==> config.mk <==
export PLATFORM = sky130hd
export DESIGN_NAME = turnstile_gate_scheduler
export DESIGN_NICKNAME = d
export VERILOG_FILES = /design/src/rtl/turnstile_gate_scheduler_pkg.sv /design/src/rtl/turnstile_gate_scheduler_rr_arbiter.sv /design/src/rtl/turnstile_gate_scheduler.sv
export SDC_FILE = /design/constraint.sdc
export NUM_CORES = 1
export LEC_CHECK = 0
export CORE_MARGIN = 2
export CORE_UTILIZATION = 40
export CTS_BUF_LIST = sky130_fd_sc_hd__clkbuf_8 sky130_fd_sc_hd__clkbuf_16
export DETAILED_ROUTE_END_ITERATION = 16
export PLACE_DENSITY = 0.78
export SYNTH_ARGS = -nofsm -noshare
export SYNTH_HDL_FRONTEND = slang
export SYNTH_SLANG_ARGS = --single-unit
==> constraint.sdc <==
create_clock -name clk -period 1.95 [get_ports clk]
set_input_delay 0.39 -clock clk [delete_from_list [all_inputs] [get_ports clk]]
set_output_delay 0.39 -clock clk [all_outputs]
set_load 0.03 [all_outputs]
==> src/rtl/turnstile_gate_scheduler_pkg.sv <==
// Shared types, default parameters and the credit saturation helper for the
// turnstile gate scheduler.
package turnstile_pkg;

    typedef enum logic [1:0] {
        IDLE  = 2'd0,
        OPEN  = 2'd1,
        CLOSE = 2'd2
    } state_t;

    localparam int DEF_N_GATES     = 4;
    localparam int DEF_CREDIT_W    = 8;
    localparam int DEF_TIMEOUT_CYC = 16;

    // Callers pass the counter maximum so one helper serves any credit width.
    function automatic logic [31:0] sat_inc(input logic [31:0] value,
                                            input logic [31:0] max_value);
        return (value >= max_value) ? max_value : value + 32'd1;
    endfunction

endpackage

==> src/rtl/turnstile_gate_scheduler_rr_arbiter.sv <==
// Combinational round-robin picker: first asserted request at or above ptr,
// wrapping around.
module rr_arbiter #(
    parameter  int N  = 4,
    localparam int IW = $clog2(N)
) (
    input  logic [N-1:0]  req,
    input  logic [IW-1:0] ptr,
    output logic          gnt_valid,
    output logic [IW-1:0] gnt_idx
);

    logic [IW:0]   sum;
    logic [IW-1:0] idx;

    // Scan highest offset first so the closest request to ptr is written last.
    always_comb begin
        gnt_valid = 1'b0;
        gnt_idx   = '0;
        sum       = '0;
        idx       = '0;
        for (int i = N - 1; i >= 0; i--) begin
            sum = {1'b0, ptr} + (IW + 1)'(i);
            if (sum >= (IW + 1)'(N)) begin
                sum = sum - (IW + 1)'(N);
            end
            idx = sum[IW-1:0];
            if (req[idx]) begin
                gnt_valid = 1'b1;
                gnt_idx   = idx;
            end
        end
    end

endmodule

==> src/rtl/turnstile_gate_scheduler.sv <==
// Pooled-credit turnstile scheduler: round-robin grants, unlock until pass or
// timeout, one relock cycle. Optional alarm via TURNSTILE_TAILGATE_ALARM_EN.
//
// state | meaning
// IDLE  | locked, waiting for credit and a request
// OPEN  | granted gate unlocked, waiting for its pass or the timeout
// CLOSE | forced one-cycle relock before the next grant
module turnstile_gate_scheduler
    import turnstile_pkg::*;
#(
    parameter int N_GATES     = DEF_N_GATES,
    parameter int CREDIT_W    = DEF_CREDIT_W,
    parameter int TIMEOUT_CYC = DEF_TIMEOUT_CYC
) (
    input  logic                       clk,
    input  logic                       rst_n,
    input  logic                       coin_i,
    input  logic [N_GATES-1:0]         req_i,
    input  logic [N_GATES-1:0]         pass_i,
    output logic [N_GATES-1:0]         unlock_o,
    output logic [$clog2(N_GATES)-1:0] grant_idx_o,
    output logic [CREDIT_W-1:0]        credit_o,
    output logic                       busy_o,
    output logic                       timeout_o
`ifdef TURNSTILE_TAILGATE_ALARM_EN
    ,
    output logic                       tailgate_o,
    output logic [7:0]                 tailgate_cnt_o
`endif
);

    localparam int IW = $clog2(N_GATES);
    localparam int TW = $clog2(TIMEOUT_CYC);
    localparam logic [TW-1:0]      TIMER_LAST = TW'(TIMEOUT_CYC - 1);
    localparam logic [IW-1:0]      LAST_GATE  = IW'(N_GATES - 1);
    localparam logic [N_GATES-1:0] ONE_HOT0   = N_GATES'(1);
    localparam logic [31:0]        CREDIT_MAX = 32'((64'd1 << CREDIT_W) - 64'd1);

    state_t               state;
    logic [IW-1:0]        rr_ptr;
    logic [TW-1:0]        timer;
    logic                 gnt_valid;
    logic [IW-1:0]        gnt_idx;
    logic [IW-1:0]        ptr_after;
    logic                 consume;
    logic [CREDIT_W-1:0]  credit_next;

    rr_arbiter #(.N(N_GATES)) u_arb (
        .req       (req_i),
        .ptr       (rr_ptr),
        .gnt_valid (gnt_valid),
        .gnt_idx   (gnt_idx)
    );

    assign consume   = (state == OPEN) && pass_i[grant_idx_o];
    assign ptr_after = (gnt_idx == LAST_GATE) ? '0 : gnt_idx + IW'(1);

    // A coin and a consumed passage in the same cycle cancel out.
    always_comb begin
        credit_next = credit_o;
        if (coin_i && !consume) begin
            credit_next = CREDIT_W'(sat_inc(32'(credit_o), CREDIT_MAX));
        end else if (consume && !coin_i) begin
            credit_next = credit_o - CREDIT_W'(1);
        end
    end

    always_ff @(posedge clk or negedge rst_n) begin
        if (!rst_n) begin
            state       <= IDLE;
            credit_o    <= '0;
            rr_ptr      <= '0;
            timer       <= '0;
            unlock_o    <= '0;
            grant_idx_o <= '0;
            busy_o      <= 1'b0;
            timeout_o   <= 1'b0;
        end else begin
            credit_o  <= credit_next;
            timeout_o <= 1'b0;
            case (state)
                IDLE: begin
                    if (credit_o != '0 && gnt_valid) begin
                        state       <= OPEN;
                        unlock_o    <= ONE_HOT0 << gnt_idx;
                        grant_idx_o <= gnt_idx;
                        timer       <= '0;
                        rr_ptr      <= ptr_after;
                        busy_o      <= 1'b1;
                    end
                end
                OPEN: begin
                    if (consume) begin
                        state    <= CLOSE;
                        unlock_o <= '0;
                    end else if (timer == TIMER_LAST) begin
                        state     <= CLOSE;
                        unlock_o  <= '0;
                        timeout_o <= 1'b1;
                    end else begin
                        timer <= timer + TW'(1);
                    end
                end
                CLOSE: begin
                    state  <= IDLE;
                    busy_o <= 1'b0;
                end
                default: begin
                    state    <= IDLE;
                    unlock_o <= '0;
                    busy_o   <= 1'b0;
                end
            endcase
        end
    end

`ifdef TURNSTILE_TAILGATE_ALARM_EN
    logic [N_GATES-1:0] stray;

    // Only the granted gate may rotate, and only while it is unlocked.
    always_comb begin
        stray = pass_i;
        if (state == OPEN) begin
            stray = pass_i & ~(ONE_HOT0 << grant_idx_o);
        end
    end

    always_ff @(posedge clk or negedge rst_n) begin
        if (!rst_n) begin
            tailgate_o     <= 1'b0;
            tailgate_cnt_o <= '0;
        end else begin
            tailgate_o <= |stray;
            if (|stray && tailgate_cnt_o != 8'hFF) begin
                tailgate_cnt_o <= tailgate_cnt_o + 8'd1;
            end
        end
    end
`endif

endmodule

==> results.yml <==
die:
  io_pins: 27
  row_count: 22
  die_h_microns: 64.9
  dieArea_sq_mm: 0.00421
  core_area_sq_mm: 0.00361
  start_util_pct: 41.1
  die_x_microns: 64.9
drt:
  drt_iter0_markers: 43
  drcViolationCount: 0
  vias: 1290
  drt_pass1_iterations: 6
  wire_per_inst_microns: 15.1
  wirelength_microns: 3560
  viasPerCell: 5.49
  ant_nets: 0
run_status:
  status: "finished, violations left"
  violations: "negative setup slack"
yosys:
  synth_cell_types: 48
  netlist.area_leader.share_pct: 40.5
  synth_flop_cell: "dfrtp_1"
  syn_area_per_cell_sq_um: 10.5
  synth_seq_cells: 24
  netlist_instances: 141
  yosysSeqAreaShare_pct: 40.5
  synth_area_sq_mm: 0.00148
  synth_top_cells_by_area: "dfrtp_1, ha_1, o21ai_0, inv_1, a21oi_1"
  synthTopCellsByCount: "dfrtp_1, inv_1, ha_1, o21ai_0, a21oi_1"
  synthMostInstantiatedCell: "dfrtp_1"
  synthArstFlopShare_pct: 100
  synth_nets: 161
  yosys.area.top_type: "dfrtp_1"
  synth-edff-count: 0
  ys_warn_count: 0
grt:
  grt_pass1_wl_microns: 5890
  grt_start_max_net_pins: 25
  grt_pass1_vias: 1261
  antenna_found_initial: 0
  grt.overflow.total: 0
  grt_use_total_pct: 17.8
setup_path:
  required_ps: 2100
  r2r-start: "grant_idx_o[0]"
  criticalPathCategory: "register to register"
  reg2reg_depth: 7
  r2r_end: "credit_o[3]"
  endpoint_kind: "register"
  crit_path_start_kind: "register"
  cp_slowest_stage_delay_ps: 450
  path_cells: "mux4_2 -> nand2_2 -> ha_4 -> or4_4 -> a21oi_2 -> xnor2_1 -> o21ai_1"
  cp_slowest_cell: "or4_4"
  cp_data_arrival_time_ps: 2140
  r2r_setup_slack_ps: -40
  critPathMaxFanout: 8
final_layout:
  register_area_sq_um: 604
  num-fill-cells: 316
  area_delta_synth_final_pct: 37.5
  multi_input_area_sq_um: 867
  stdcell_count: 235
  final_nets: 208
  n_antenna_cell: 0
  final_layout_size_suffix_gt1_share_pct: 29.4
power_and_ir_drop:
  p_sw_mw: 1.48
  combPwrFrac_pct: 60.4
  powerDensity_mw_per_mm2: 1650
  seq_power_share_pct: 29.7
  sw_frac_of_total_pct: 44.0
  clkPwrFrac_pct: 9.9
  p_leak_nw: 0.893
  power.internal_mw: 1.89
  worst_ir_drop_vdd_uv: 778
  power.total_mw: 3.37
clock_network:
  ctsHtreeMaxLevel: 1
  cts_inserted_buffers: 3
  postCtsHoldBufs: 0
  worstSkewPairLatency_ps: 260
  cts_tree: "built"
  cts_root_buf: "clkbuf_8"
  clock_sinks: 24
  clkTransAtPathRegs_ps: 80
  clk_path_buf_depth: 2
placement:
  pre_cts_ws_ps: -448
  portBuffers: 26
  dp_cells: 227
  gp_congestion: 0.908
  dp_hpwl_microns: 2620
sta:
  layout_setup_ws_ps: -43.3
  period_minus_slack_ps: 1990
  fin_hold_ws_ps: 481
  min_period_over_period_pct: 102
  rsz0062_at_grt: "yes"
  drv_slew: 0
  setup_tns_ps: -91.7
  max_freq_mhz: 502
  slew_headroom_pct: 68.2
  finalHoldViolCount: 0
  worstMarginPinSlew_ps: 472
  skew_ps: 2.39
  setup_violations: 4
job:
  maxCapViolations: 0
worst_hold_path:
  hold_path_class: "input pin to asynchronous set/reset pin"
==> worst max-delay path: cells and delay by family (launching register included) <==
| family | cells | cell delay, ps |
|---|---|---|
| multiplexers | 1 | 370 |
| XOR/XNOR | 1 | 140 |
| AO/OA/AOI/OAI | 2 | 240 |
| AND/OR/NAND/NOR | 2 | 530 |
| adder cells (fa/ha/maj) | 1 | 180 |
| flip-flops | 1 | 420 |
==> worst max path at each step <==
stage | to | startpoint | cells past startpoint
floorplan | credit_o[4] | grant_idx_o[0] | 8
global placement | credit_o[4] | pass_i[2] | 8
detailed placement | credit_o[5] | pass_i[2] | 8
CTS | credit_o[4] | grant_idx_o[0] | 7
global route | credit_o[3] | grant_idx_o[0] | 7
finish | credit_o[3] | grant_idx_o[0] | 7
==> power by group through the flow <==
stage,sequential [mW],clock [mW],combinational (mW)
2_1_floorplan,1.22,0,0.953
3_3_place_gp,0.982,0,1.82
3_5_place_dp,1.00,0,1.88
4_1_cts,0.996,0.342,1.91
5_1_grt,1.04,0.365,2.20
6_report,1.00,0.333,2.03
==> layout by cell type (no fill, tap or decap), types with 2 or more instances in the layout <==
| master | n |
|---|---|
| a21oi_2 | 3 |
| ha_1 | 8 |
| dfrtp_2 | 3 |
| nand2_1 | 6 |
| o21ai_2 | 2 |
| a31oi_1 | 5 |
| nor3b_1 | 2 |
| dfrtp_1 | 21 |
| nand2b_1 | 2 |
| nand4_1 | 3 |
| o211ai_1 | 3 |
| mux2_4 | 2 |
| clkbuf_8 | 4 |
| or4_4 | 2 |
| dlygate4sd2_1 | 5 |
| o21ai_1 | 3 |
| o21ai_0 | 6 |
| and2_1 | 4 |
| a21oi_1 | 6 |
| inv_1 | 12 |
| mux2i_1 | 3 |
| and3_1 | 2 |
| xnor2_1 | 2 |
| nand3_1 | 2 |
| buf_4 | 20 |
| clkdlybuf4s50_1 | 20 |
| nor4_1 | 4 |
| a22o_1 | 4 |
==> timing repair <==
| item | 4_1_cts | 5_1_grt |
|---|---|---|
| hold endpoints to repair | 0 | 0 |
| gates resized for setup | 9 | 10 |
| gates cloned | 0 | 0 |
| buffers inserted | 0 | 4 |
| pin swaps | 7 | 7 |
| endpoints found under the setup margin | 9 | 10 |
==> layer usage <==
layer  vias to the layer above  global-route usage, %  wire length (microns)
li1                        617                      -                      -
met1                       629                   23.5                   1540
met2                        36                   29.4                   1800
met3                         8                   2.08                    145
met4                         0                   7.71                     77
met5                         -                      0                      0
==> metrics by stage <==
step	area, sq um	utilization [%]
after floorplan	1500	-
after global placement	1900	52.6
after detailed placement	1900	52.6
after CTS	1960	54.4
after global routing	2040	56.5
final	2040	56.5
==> flip-flops by register name, indices dropped and copies added, names as in the netlist <==
signal / count
busy_o: 1
credit_o: 8
grant_idx_o: 2
rr_ptr: 2
state: 2
timeout_o: 1
timer: 4
unlock_o: 4
==> kinds of logic after synthesis <==
family                     Yosys count  synth area share (%)
DFF                                 24                  40.5
adders and majority gates            9                  7.60
xor gates and xnor gates             2                  1.18
buffers and inverters               16                  5.57
muxes                                7                  6.33
AOI/OAI and AO/OA                   43                  20.3
and+or+nand+nor                     40                  18.6
==> layout make-up <==
| class | count | share of cell area, % |
|---|---|---|
| repair buffers | 46 | 20.0 |
| flip-flops and latches | 24 | 29.7 |
| inverters | 12 | 2.21 |
| well taps | 48 | 2.95 |
| clock buffers | 4 | 2.70 |
| multi-input cells | 101 | 42.5 |
Power figures use the tool's default switching activity.
